[src/rtl/hex_display_pkg.sv]
// Shared constants for the multiplexed hex display driver.
// Glyph table is active-low, seg[0]=a .. seg[6]=g.
package hex_display_pkg;

  localparam logic [6:0] SEG_BLANK = 7'h7F;

  localparam logic [15:0][6:0] GLYPH = {
    7'h0E, 7'h06, 7'h21, 7'h46,
    7'h03, 7'h08, 7'h10, 7'h00,
    7'h78, 7'h02, 7'h12, 7'h19,
    7'h30, 7'h24, 7'h79, 7'h40
  };

  function automatic int idx_w(input int n);
    return (n < 2) ? 1 : $clog2(n);
  endfunction

endpackage

[src/rtl/hex_seg_lut.sv]
// Combinational hex nibble to active-low 7-segment glyph.
// One instance serves every digit through the scan mux.
module hex_seg_lut
  import hex_display_pkg::*;
(
  input  logic [3:0] nib_i,
  output logic [6:0] seg_o
);

  assign seg_o = GLYPH[nib_i];

endmodule

[src/rtl/hex_scan_display.sv]
// Time-multiplexed hex display with frame-aligned value commit,
// leading-zero blanking, decimal points and whole-display blink.
module hex_scan_display
  import hex_display_pkg::*;
#(
  parameter int DIGITS       = 4,
  parameter int DIV          = 50000,
  parameter int BLINK_FRAMES = 64
) (
  input  logic                  clock,
  input  logic                  reset,
  input  logic [4*DIGITS-1:0]   value,
  input  logic                  load_valid,
  output logic                  load_ready,
  input  logic [DIGITS-1:0]     dp_mask,
  input  logic                  blank_lz,
  input  logic                  blink,
  output logic [6:0]            seg,
  output logic                  dp,
  output logic [DIGITS-1:0]     an,
  output logic                  frame_done
);

  localparam int IW = idx_w(DIGITS);
  localparam int CW = idx_w(DIV);
  localparam int FW = idx_w(BLINK_FRAMES);

  localparam logic [IW-1:0] LAST  = IW'(DIGITS - 1);
  localparam logic [CW-1:0] CLAST = CW'(DIV - 1);
  localparam logic [FW-1:0] FLAST = FW'(BLINK_FRAMES - 1);

  logic [CW-1:0]         cnt_q, cnt_d;
  logic [IW-1:0]         idx_q, idx_d;
  logic [4*DIGITS-1:0]   shown_q, shown_d;
  logic [4*DIGITS-1:0]   pend_q, pend_d;
  logic                  pv_q, pv_d;
  logic [FW-1:0]         fcnt_q, fcnt_d;
  logic                  ph_q, ph_d;
  logic                  fon_q, fon_d;
  logic [6:0]            seg_q, seg_d;
  logic                  dp_q, dp_d;
  logic [DIGITS-1:0]     an_q, an_d;
  logic                  fd_q, fd_d;

  logic                  tick, wrap, accept;
  logic                  lit_on, zero, blk;
  logic [3:0]            nib;
  logic [6:0]            glyph;

  hex_seg_lut u_lut (
    .nib_i (nib),
    .seg_o (glyph)
  );

  always_comb begin
    tick    = (cnt_q == CLAST);
    wrap    = tick && (idx_q == LAST);
    accept  = load_valid && !pv_q;
    cnt_d   = tick ? '0 : cnt_q + CW'(1);
    idx_d   = idx_q;
    shown_d = shown_q;
    pend_d  = pend_q;
    pv_d    = pv_q;
    fcnt_d  = fcnt_q;
    ph_d    = ph_q;
    fon_d   = fon_q;
    seg_d   = seg_q;
    dp_d    = dp_q;
    an_d    = an_q;
    fd_d    = wrap;
    nib     = shown_d[3:0];
    zero    = 1'b1;
    blk     = 1'b0;

    if (tick) begin
      idx_d = wrap ? '0 : idx_q + IW'(1);
    end

    // A wrap-cycle load with nothing pending goes straight to shown.
    if (wrap && pv_q) begin
      shown_d = pend_q;
      pv_d    = 1'b0;
    end else if (accept) begin
      if (wrap) begin
        shown_d = value;
      end else begin
        pend_d = value;
        pv_d   = 1'b1;
      end
    end

    // fon holds the blink phase latched for the frame now showing.
    if (wrap) begin
      fon_d = ph_q;
      if (fcnt_q == FLAST) begin
        fcnt_d = '0;
        ph_d   = !ph_q;
      end else begin
        fcnt_d = fcnt_q + FW'(1);
      end
    end
    lit_on = wrap ? ph_q : fon_q;

    for (int i = 0; i < DIGITS; i++) begin
      if (IW'(i) == idx_d) nib = shown_d[4*i +: 4];
    end

    for (int i = DIGITS - 1; i >= 1; i--) begin
      zero = zero && (shown_d[4*i +: 4] == 4'h0);
      if (blank_lz && zero && (IW'(i) == idx_d)) blk = 1'b1;
    end

    if (tick) begin
      if (blk) begin
        seg_d = SEG_BLANK;
        dp_d  = 1'b1;
        an_d  = '1;
      end else begin
        seg_d = glyph;
        dp_d  = !dp_mask[idx_d];
        an_d  = (blink && !lit_on) ? '1
              : ~(DIGITS'(1) << idx_d);
      end
    end
  end

  always_ff @(posedge clock) begin
    if (reset) begin
      cnt_q   <= '0;
      idx_q   <= LAST;
      shown_q <= '0;
      pend_q  <= '0;
      pv_q    <= 1'b0;
      fcnt_q  <= '0;
      ph_q    <= 1'b1;
      fon_q   <= 1'b1;
      seg_q   <= SEG_BLANK;
      dp_q    <= 1'b1;
      an_q    <= '1;
      fd_q    <= 1'b0;
    end else begin
      cnt_q   <= cnt_d;
      idx_q   <= idx_d;
      shown_q <= shown_d;
      pend_q  <= pend_d;
      pv_q    <= pv_d;
      fcnt_q  <= fcnt_d;
      ph_q    <= ph_d;
      fon_q   <= fon_d;
      seg_q   <= seg_d;
      dp_q    <= dp_d;
      an_q    <= an_d;
      fd_q    <= fd_d;
    end
  end

  assign load_ready = !pv_q;
  assign seg        = seg_q;
  assign dp         = dp_q;
  assign an         = an_q;
  assign frame_done = fd_q;

endmodule

[config.mk]
export PLATFORM = sky130hd
export DESIGN_NAME = hex_scan_display
export DESIGN_NICKNAME = d
export VERILOG_FILES = /design/src/rtl/hex_display_pkg.sv /design/src/rtl/hex_seg_lut.sv /design/src/rtl/hex_scan_display.sv
export SDC_FILE = /design/constraint.sdc
export NUM_CORES = 1
export LEC_CHECK = 0
export BUFFER_PORTS_ARGS = -buffer_cell sky130_fd_sc_hd__buf_2
export CORE_ASPECT_RATIO = 1.25
export CORE_MARGIN = 10
export CORE_UTILIZATION = 63
export DETAILED_ROUTE_END_ITERATION = 16
export PLACE_DENSITY = 0.9
export SKIP_CTS_REPAIR_TIMING = 1
export SLEW_MARGIN = 20
export SYNTH_ARGS = -nofsm -noshare
export SYNTH_HDL_FRONTEND = slang
export SYNTH_HIERARCHICAL = 1
export SYNTH_SLANG_ARGS = --single-unit
[constraint.sdc]
create_clock -name clock -period 7.9 [get_ports clock]
set_clock_uncertainty 0.15 [all_clocks]
set_input_delay 1.185 -clock clock [delete_from_list [all_inputs] [get_ports clock]]
set_output_delay 1.185 -clock clock [all_outputs]
set_load 0.01 [all_outputs]
==> results of run 1 <==
==> layout make-up <==
type,instances,area (µm²)
tap,66,82.6
fill,413,1660
clock inverter,2,35.0
sequential,72,1440
inverter,7,28.8
multi-input combinational,330,2140
clock buffer,14,183
timing repair buffer,40,205
==> cells in the mapped netlist, drive strengths merged, types with 4 or more instances <==
master	number
dfxtp	72
nand2	67
nor2	39
a21oi	32
nand3	22
clkbuf	18
nor3	18
and3	13
a32oi	12
nor2b	11
xor2	11
a211oi	10
ha	10
o21ai	10
buf	9
o22ai	9
mux2i	8
inv	7
xnor2	7
nand4	6
nand2b	5
a31oi	4
and2	4
nor4	4
==> how the worst max path moves through the flow <==
stage                from  endpoint  slack, ns  depth (start not counted)
2_1_floorplan  load_valid    seg[0]       4.01                         15
3_3_place_gp   load_valid    seg[3]       3.36                         15
3_5_place_dp   load_valid    seg[3]       3.21                         15
4_1_cts          cnt_q[0]    seg[3]       3.05                         14
5_1_grt          cnt_q[0]    seg[3]       2.53                         14
6_report         cnt_q[0]    seg[3]       3.04                         14
==> registers in the layout, indices dropped and copies added (netlist names) <==
register / flops
pend_q: 16
fcnt_q: 6
dp: 1
seg: 7
fon_q: 1
cnt_q: 16
ph_q: 1
idx_q: 2
an: 4
frame_done: 1
pv_q: 1
shown_q: 16
==> kinds of logic (layout without fill, tap and decap cells) <==
kind of cell	after synthesis	after routing	share of synthesized area, %
adders and majority gates	10	10	3.36
xor gates and xnor gates	18	18	4.23
DFF	72	72	38.7
muxes	12	12	3.96
buffers and inverters	34	63	4.40
AOI/OAI and AO/OA	87	87	17.2
and+or+nand+nor	203	203	28.2
==> report_power, final <==
group          leakage [nW]  internal [mW]  switching, mW  total [mW]
sequential            0.584          0.369        0.00624       0.375
clock                 0.113          0.180          0.136       0.316
combinational         0.889         0.0129         0.0236      0.0364
==> through the flow <==
step / total power, mW / util, % / setup WS [ns] / instances
2_1_floorplan: 0.405 / - / 4.01 / 436
3_3_place_gp: 0.417 / 67.4 / 3.36 / 515
3_5_place_dp: 0.419 / 67.4 / 3.21 / 515
4_1_cts: 0.725 / 71.1 / 3.05 / 531
5_1_grt: 0.749 / 71.3 / 2.53 / 531
6_report: 0.728 / 71.3 / 3.04 / 531
==> cells in the final DEF, fill, tap and decap left out, types with 12 or more instances in the layout <==
master     n
and3_1    13
dfxtp_1   72
nor3_1    18
a21oi_1   32
nor2_1    39
buf_2     38
nand2_1   63
a32oi_1   12
nand3_1   19
clkbuf_8  13
==> worst max-delay path, cell delays in order (launching register included) <==
cell and delay [ns]:
dfxtp_1 0.40, ha_1 0.25, nand3_1 0.26, or4_1 0.76
mux2i_1 0.79, o21ai_0 0.21, a21oi_1 0.46, inv_1 0.19
ha_1 0.32, nand2_1 0.07, a21oi_1 0.15, a31oi_1 0.06
nor3_1 0.38, nor2b_1 0.23, a211oi_2 0.06
==> routing by layer <==
| layer | share of wire (%) | track usage [%] | up-vias |
|---|---|---|---|
| li1 | - | - | 1600 |
| met1 | 41 | 22.8 | 1569 |
| met2 | 50 | 32.8 | 118 |
| met3 | 6.6 | 4.28 | 22 |
| met4 | 3.0 | 11.1 | 0 |
| met5 | 0 | 0 | - |
==> summary.md, run 1 <==
| Metric | Value |
|---|---|
| Initial Util | 64.5% |
| WP data arrival | just under 5 ns |
| Number of global-route vias before repair | between 3k and 4k |
| Worst Setup Path Type | reg -> reg |
| Worst-path fanout max | 12 |
| Post-DP HPWL | between 6000 and 7000 µm |
| Drt drc | 0 |
| Vias/cell | around 6.2 |
| Max Cap Violations | 0 |
| Crit share post-route | 61.5% |
| Worst min path class | reg -> reg |
| Fin. max-slew vios | 0 |
| Hold path endpoint | pend_q[4] |
| FF-to-FF End | seg[3] |
| Row Count | 31 |
| Post-route cell area | between 4000 and 5000 µm² |
| Fmax | between 200 and 250 MHz |
| Io pins | 39 |
| Most used DFF post-synth | dfxtp_1 |
| Synthesized instance count | around 440 |
| Syn_area_per_cell | 8.55 µm² |
| Final Critical Period | 4.86 ns |
| Setup TNS | 0 ns |
| Die span in y | 106 µm |
| Clk_lat worst skew | 0.36 ns |
| Startpoint types | flip-flop |
| Flop2flop setup slack | between 3 and 4 ns |
| Share of cells above drive strength 1 | about a fifth |
| Wire per inst | between 15 and 20 µm |
| Syn nets | 471 |
| Antenna fix cells | 0 |
| Top post-synthesis cells by area | dfxtp_1 39%, nand2_1 6.3%, a21oi_1 4.3% |
| DRT iter0 DRCs | roughly 240 |
| DP Area | roughly 3900 µm² |
| Clock buffer depth | 2 |
| Post-synthesis sequential area ratio | 38.7% |
| GR Overflow Total | 0 |
| # setup viols final | 0 |
| Pleak | around 1.6 nW |
| DRT Wirelength | 8970 µm |
| Hold Slack | between 0.3 and 0.4 ns |
| Post-synth ARST share | 0% |
| Mapped Area | roughly 3700 µm² |
| CTS Buf Count | 9 |
| Relative slew slack | 28.8% |
| Yosys top cell area share | between 30 and 40% |
| I/O Buffers | 38 |
| RePlAce Congestion | 0.879 |
| Synth warnings | 6 |
| Nets | between 400 and 500 |
| Largest area contributor in the netlist | dfxtp_1 |
| RR Startpoint | cnt_q[0] |
| Clk slew on worst S/H paths | ~0.070 ns |
| CP endpoint kind | flip-flop |
| First-pass GRT wire length | 15000 µm |
| Yosys reg bits | 72 |
| Die Wd | 88.8 µm |
| Die ar. | roughly 9400 µm² |
| Pwr dens | between 150 and 200 nW/µm² |
| Hold path startpoint | pend_q[4] |
| Final Hold Viols | 0 |
| H-tree levels | 3 |
| Worst IR drop on VDD | 0.000126 V |
| Library cells used by synthesis | 60 |
| Number of synthesized flops with an enable pin | 0 |
| Root buf cell | clkbuf_8 |
| CTS Sinks | roughly 70 |
| RSZ-0062 raised after global routing | false |
| Worst reg2reg path depth | 14 |
| DR pass1 iterations | 4 |
| Via Count | about 3.3k |
| Core Region | slightly below 6000 µm² |
| CTS tree | done |
| Total Routing Usage GR | about a fifth |
| Outcome | complete, no violations |
| Worst Hold Depth | 2 |
| Final antenna-violating net count | 0 |
| Critical Path RT | between 7 and 8 ns |
| Largest net degree at the start of global routing | 60 |
| Area Overhead vs Synth | 10.6% |
| Actual slew at the worst max-slew pin | ~1.1 ns |
| Antenna violations before repair | 0 |
Power figures use the tool's default switching activity.
==> run 2: changes to the inputs <==
CORE_UTILIZATION = 59   (was 63)
PLACE_DENSITY = 0.85   (was 0.9)
clock period = 4.5 ns   (was 7.9 ns; I/O delays follow)
==> run 2 against run 1 <==
Effect of this change:
- maximum frequency rose by 15%
- worst hold slack got worse by 0.0039 ns
- cell count rose by 4.1%
- first-iteration DRC count rose by 2.1%
- design area rose by 0.79%
- clock-buffer cell count fell by 3
- largest cell class unchanged
- largest power group unchanged
- global-route usage fell by 2.1 points
- highest routed layer unchanged
- die area rose by 5.4%
- flip-flop and latch count did not move
==> summary.md, run 2 (synthesis results as in run 1) <==
| Metric | Value |
|---|---|
| Outcome | complete, no violations (unchanged) |
| # setup viols final | 0 (unchanged) |
| Crit share post-route | 93.6% (was 61.5%) |
| RR Startpoint | cnt_q[0] (unchanged) |
| Root buf cell | clkbuf_8 (unchanged) |
| Pleak | 1.60 nW (was 1.59 nW) |
| DRT iter0 DRCs | 241 (was 236) |
| Clk_lat worst skew | 0.35 ns (was 0.36 ns) |
| WP buf/inv | 2 (was 1) |
| Post-DP HPWL | 6150 µm (was 6130 µm) |
| Worst reg2reg path depth | 15 (was 14) |
| Gate power share | 5.1% (was 5.0%) |
| DRT Wirelength | 8830 µm (was 8970 µm) |
| Pwr dens | 298 nW/µm² (was 177 nW/µm²) |
| Vias/cell | 5.89 (was 6.23) |
| Die ar. | 9910 µm² (was 9410 µm²) |
| Critical Path RT | 4.57 ns (was 7.98 ns) |
| Largest net degree at the start of global routing | 60 (unchanged) |
| H-tree levels | 3 (unchanged) |
| Share of cells above drive strength 1 | 19.7% (was 18.9%) |
| Slowest stage delay, CP | 0.75 ns (was 0.79 ns) |
| Worst-path fanout max | 12 (unchanged) |
| First-pass GRT wire length | 14500 µm (was 15000 µm) |
| Worst IR drop on VDD | 0.000183 V (was 0.000126 V) |
| Drt drc | 0 (unchanged) |
| Slowest cell on the critical path | or4_1 (was mux2i_1) |
| DP Area | 3960 µm² (was 3890 µm²) |
| Clk slew on worst S/H paths | 0.07 ns (about the same) |
| CP Depth | 15 (was 14) |
| RePlAce Congestion | 0.899 (was 0.879) |
| Post-route cell area | 4150 µm² (was 4120 µm²) |
| Row Count | 32 (was 31) |
| Die span in y | 109 µm (was 106 µm) |
| Actual slew at the worst max-slew pin | 1.05 ns (was 1.07 ns) |
| CP top delay family | simple AND/OR/NAND/NOR gates (unchanged) |
| I/O Buffers | 38 (unchanged) |
| Wire per inst | 16.0 µm (was 16.9 µm) |
| Placed cell count | 539 (was 515) |
| Largest registers | cnt_q: 16 flops, pend_q: 16 flops, shown_q: 16 flops (unchanged) |
| Sw Pwr | 0.286 mW (was 0.166 mW) |
| CP endpoint kind | flip-flop (unchanged) |
| Total Routing Usage GR | 17.8% (was 19.8%) |
| Worst Hold Depth | 2 (unchanged) |
| Initial Util | 60.4% (was 64.5%) |
| Sequential power share | 53.2% (was 51.6%) |
| Internal power | 0.950 mW (was 0.562 mW) |
| Clock buffer depth | 2 (unchanged) |
| Die Wd | 91.1 µm (was 88.8 µm) |
| Setup TNS | 0 ns (unchanged) |
| Fmax | 237 MHz (was 206 MHz) |
| Via Count | 3255 (was 3309) |
| Area Overhead vs Synth | 11.5% (was 10.6%) |
| Nets | 500 (was 495) |
| Commonest non-fill, non-tap cell in the layout | dfxtp_1 (unchanged) |
| Max Cap Violations | 0 (unchanged) |
| Relative slew slack | 30.0% (was 28.8%) |
| Non-filler instance count after layout | 553 (was 531) |
| Hold path startpoint | pend_q[11] (was pend_q[4]) |
| Number of global-route vias before repair | 3120 (was 3255) |
| GR Overflow Total | 0 (unchanged) |
| Most frequent cells in the layout | 72 x dfxtp_1, 63 x nand2_1, 39 x nor2_1 (unchanged) |
| RSZ-0062 raised after global routing | false (unchanged) |
| Startpoint types | flip-flop (unchanged) |
| Final Power | 1.24 mW (was 0.728 mW) |
| Final Critical Period | 4.21 ns (was 4.86 ns) |
| Fin. max-slew vios | 0 (unchanged) |
| Switching share of total power | 23.2% (was 22.8%) |
| CTS Sinks | 72 (unchanged) |
| Final antenna-violating net count | 0 (unchanged) |
| Worst-path cell chain | ha_1 -> nand3_1 -> or4_1 -> mux2i_1 -> buf_4 -> a211oi_1 -> a21oi_1 -> inv_1 -> ha_1 -> or2b_1 -> o211ai_1 -> o21ai_1 -> nor3_1 -> nor2b_1 -> a211oi_2 (was ha_1 -> nand3_1 -> or4_1 -> mux2i_1 -> o21ai_0 -> a21oi_1 -> inv_1 -> ha_1 -> nand2_1 -> a21oi_1 -> a31oi_1 -> nor3_1 -> nor2b_1 -> a211oi_2) |
| DR pass1 iterations | 5 (was 4) |
| Final core utilization | 67.3% (was 71.3%) |
| Clock power share | 41.7% (was 43.4%) |
| Worst min path class | reg -> reg (unchanged) |
| Most used cell, CP | ha_1 |
| Io pins | 39 (unchanged) |
| CTS tree | done (unchanged) |
| Worst Setup Path Type | reg -> reg (unchanged) |
| Antenna fix cells | 0 (unchanged) |
| Core Region | 6170 µm² (was 5780 µm²) |
| WP data arrival | 4.28 ns (was 4.94 ns) |
| Antenna violations before repair | 0 (unchanged) |
| Final Hold Viols | 0 (unchanged) |
| Worst Setup SP | cnt_q[0] (unchanged) |
| CTS Buf Count | 9 (unchanged) |
run 2: cell types whose count changed in the layout (fill, tap and decap cells not counted), sizes merged:
cell      before  now
buf           40   45
clkbuf        14   11
clkinvlp       0    1
run 2: layout make-up:
class | instances | area, µm²
tap | 85 | 106
inverter | 7 | 28.8
multi-input combinational | 330 | 2140
timing repair buffer | 45 | 246
clock inverter | 3 | 42.5
sequential | 72 | 1440
fill | 530 | 2010
clock buffer | 11 | 151
run 2: layer usage:
layer	GRT usage (%)	routed length (µm)	vias up
met1	19.8	3710	1539
met4	9.30	246	0
met5	0	0	-
met3	4.81	469	22
li1	-	-	1605
met2	30.6	4410	89
run 2: per-stage QoR:
step	hold WS (ns)	worst slack (ns)
finish	0.308	0.288
global route	0.333	0.0441
CTS	0.311	0.263
detailed placement	0.298	0.380
global placement	0.290	0.592
floorplan	0.280	0.706
run 2: worst paths after layout:
check / slack [ns] / end
worst min register to register: 0.31 / pend_q[11]
worst max register to register: 0.29 / seg[0]
worst min-delay path: 0.31 / pend_q[11]
worst max-delay path: 0.29 / seg[0]
run 2: power groups by stage:
| stage | Sequential, mW | Clock (mW) | Combinational (mW) |
|---|---|---|---|
| after detailed placement | 0.672 | 0 | 0.0631 |
| after global placement | 0.672 | 0 | 0.0616 |
| after floorplan | 0.667 | 0 | 0.0431 |
| after CTS | 0.657 | 0.518 | 0.0633 |
| after global routing | 0.659 | 0.544 | 0.0712 |
| final | 0.658 | 0.515 | 0.0634 |
run 2: worst min-delay path: cells and delay by family, from the launching register on:
family	cells	cell delay [ns]
flip-flops	1	0.31
AND/OR/NAND/NOR	1	0.05
AO/OA/AOI/OAI	1	0.05
==> run 3: changes to the inputs <==
CORE_UTILIZATION = 61   (was 59)
CTS_BUF_LIST = sky130_fd_sc_hd__clkbuf_2   (was unset)
PLACE_DENSITY = 0.87   (was 0.85)
==> run 3 against run 2 <==
Effect of this change:
- design area down 2.5%
- die area down 2.6%
- worst hold slack worse by 0.046 ns
- register-to-register slack better by 0.05 ns
- clock power down 35%
- first-iteration DRC count down 22%
- cell count down 0.36%
- critical endpoint is now seg[3]
==> summary.md, run 3 (synthesis results as in run 1) <==
| Metric | Value |
|---|---|
| Clock power share | 31.7% (was 41.7%) |
| GR Overflow Total | 0 (unchanged) |
| Non-filler instance count after layout | 551 (was 553) |
| Outcome | complete, no violations (unchanged) |
| Final Hold Viols | 0 (unchanged) |
| Relative slew slack | 30.5% (was 30.0%) |
| Flop2flop setup slack | 0.33 ns (was 0.29 ns) |
| Fill cells | 476 (was 530) |
| Total Routing Usage GR | 17.9% (was 17.8%) |
| Antenna fix cells | 0 (unchanged) |
| CTS tree | done (unchanged) |
| Worst min path class | in -> reg (was reg -> reg) |
| # setup viols final | 0 (unchanged) |
| Final Power | 1.06 mW (was 1.24 mW) |
| CP endpoint kind | flip-flop (unchanged) |
| Fmax | 240 MHz (was 237 MHz) |
| Largest net degree at the start of global routing | 60 (unchanged) |
| Nets | 500 (unchanged) |
| Worst Setup EP | seg[3] (was seg[0]) |
| Crit share post-route | 92.6% (was 93.6%) |
| Worst-path fanout max | 31 (was 12) |
| Final antenna-violating net count | 0 (unchanged) |
| CTS Sinks | 72 (unchanged) |
| Gate power share | 6.0% (was 5.1%) |
| Switching share of total power | 25.0% (was 23.2%) |
| Seq. cell area | 1440 µm² (unchanged) |
| Worst Setup SP | cnt_q[13] (was cnt_q[0]) |
| Worst reg2reg path depth | 16 (was 15) |
| Max Cap Violations | 0 (unchanged) |
| Sw Pwr | 0.265 mW (was 0.286 mW) |
| FF-to-FF End | seg[3] (was seg[0]) |
| Io pins | 39 (unchanged) |
| Via Count | 3280 (was 3255) |
| Row Count | 31 (was 32) |
| RR Startpoint | cnt_q[13] (was cnt_q[0]) |
| Area Overhead vs Synth | 8.70% (was 11.5%) |
| Antenna violations before repair | 0 (unchanged) |
| RSZ-0062 raised after global routing | false (unchanged) |
| Internal power | 0.795 mW (was 0.950 mW) |
| Clk slew on worst S/H paths | 0.18 ns (was 0.07 ns) |
| Wire per inst | 15.7 µm (was 16.0 µm) |
| Die Wd | 89.9 µm (was 91.1 µm) |
| Actual slew at the worst max-slew pin | 1.04 ns (was 1.05 ns) |
| Clk_lat worst skew | 0.48 ns (was 0.35 ns) |
| Fin. max-slew vios | 0 (unchanged) |
| Pwr dens | 262 nW/µm² (was 298 nW/µm²) |
| I/O Buffers | 38 (unchanged) |
| Largest registers | cnt_q: 16 flops, pend_q: 16 flops, shown_q: 16 flops (unchanged) |
| Pleak | 1.56 nW (was 1.60 nW) |
| DRT Wirelength | 8660 µm (was 8830 µm) |
| RePlAce Congestion | 0.926 (was 0.899) |
| Setup TNS | 0 ns (unchanged) |
| Final Critical Period | 4.17 ns (was 4.21 ns) |
| Startpoint types | flip-flop (unchanged) |
| Commonest non-fill, non-tap cell in the layout | dfxtp_1 (unchanged) |
| Placed cell count | 536 (was 539) |
| Vias/cell | 5.95 (was 5.89) |
| CTS Buf Count | 9 (unchanged) |
| Post-DP HPWL | 6160 µm (was 6150 µm) |
| Multi-input gate area | 2140 µm² (unchanged) |
| Critical Path RT | 4.72 ns (was 4.57 ns) |
| Most frequent cells in the layout | 72 x dfxtp_1, 63 x nand2_1, 39 x nor2_1 (unchanged) |
| H-tree levels | 3 (unchanged) |
| DR pass1 iterations | 5 (unchanged) |
| Drt drc | 0 (unchanged) |
| DRT iter0 DRCs | 188 (was 241) |
| Die ar. | 9650 µm² (was 9910 µm²) |
| Number of global-route vias before repair | 3283 (was 3120) |
| Root buf cell | clkbuf_2 (was clkbuf_8) |
| First-pass GRT wire length | 14600 µm (was 14500 µm) |
| Clock buffer depth | 2 (unchanged) |
| Die span in y | 107 µm (was 109 µm) |
| WP data arrival | 4.39 ns (was 4.28 ns) |
| Initial Util | 63.6% (was 60.4%) |
| Core Region | 5860 µm² (was 6170 µm²) |
| Sequential power share | 62.2% (was 53.2%) |
| Worst Setup Path Type | reg -> reg (unchanged) |
| Worst IR drop on VDD | 0.000170 V (was 0.000183 V) |
| Share of cells above drive strength 1 | 19.2% (was 19.7%) |
==> run 3: worst min path at each step <==
stage                    from  slack (ns)  cells past startpoint         end
finish               value[6]        0.26                      3   pend_q[6]
detailed placement  pend_q[6]        0.30                      2   pend_q[6]
global placement     cnt_q[0]        0.29                      1    cnt_q[0]
global route        value[14]        0.19                      3  pend_q[14]
CTS                 value[14]        0.23                      3  pend_q[14]
floorplan            cnt_q[0]        0.28                      1    cnt_q[0]
==> run 3: per-layer routing <==
layer  GRT usage [%]  up-vias  part of all wire, %
met3            5.30       22                  6.3
met4            9.34        0                  2.4
met2            30.9      113                   49
met1            19.5     1549                   42
li1                -     1596                    -
met5               0        -                    0
==> run 3: per-stage QoR <==
stage               cell area (µm²)  hold WS, ns  util, %  setup slack, ns
finish                         4050        0.261     69.2            0.334
global route                   4050        0.193     69.2           0.0402
CTS                            4050        0.232     69.2            0.380
detailed placement             3950        0.301     67.5            0.419
global placement               3950        0.295     67.5            0.553
floorplan                      3730        0.280        -            0.706
==> run 3: layout make-up <==
class                   count  share of cell area [%]
inverters                   7                   0.711
well taps                  82                    2.53
multi-input cells         330                    52.7
clock buffers              10                    1.24
repair buffers             45                    5.99
flip-flops and latches     72                    35.6
clock inverters             5                    1.20
==> run 3: power groups by stage <==
stage	logic (mW)	clock network (mW)	registers [mW]
2_1_floorplan	0.0431	0	0.667
3_3_place_gp	0.0618	0	0.672
3_5_place_dp	0.0630	0	0.673
4_1_cts	0.0634	0.346	0.659
5_1_grt	0.0710	0.372	0.661
6_report	0.0639	0.336	0.660
==> run 3: worst max-delay path, stage by stage (launching register included) <==
cell and delay [ns]:
dfxtp_1 0.36, or4_4 0.58, nor4_4 0.21, buf_4 0.37
a32oi_1 0.20, and3_1 0.27, nor2_1 0.08, a211oi_1 0.06
a21oi_1 0.37, inv_1 0.19, ha_1 0.23, or2_1 0.23
a21oi_1 0.16, a31oi_1 0.06, nor3_1 0.27, nor2b_1 0.20
a211oi_2 0.06
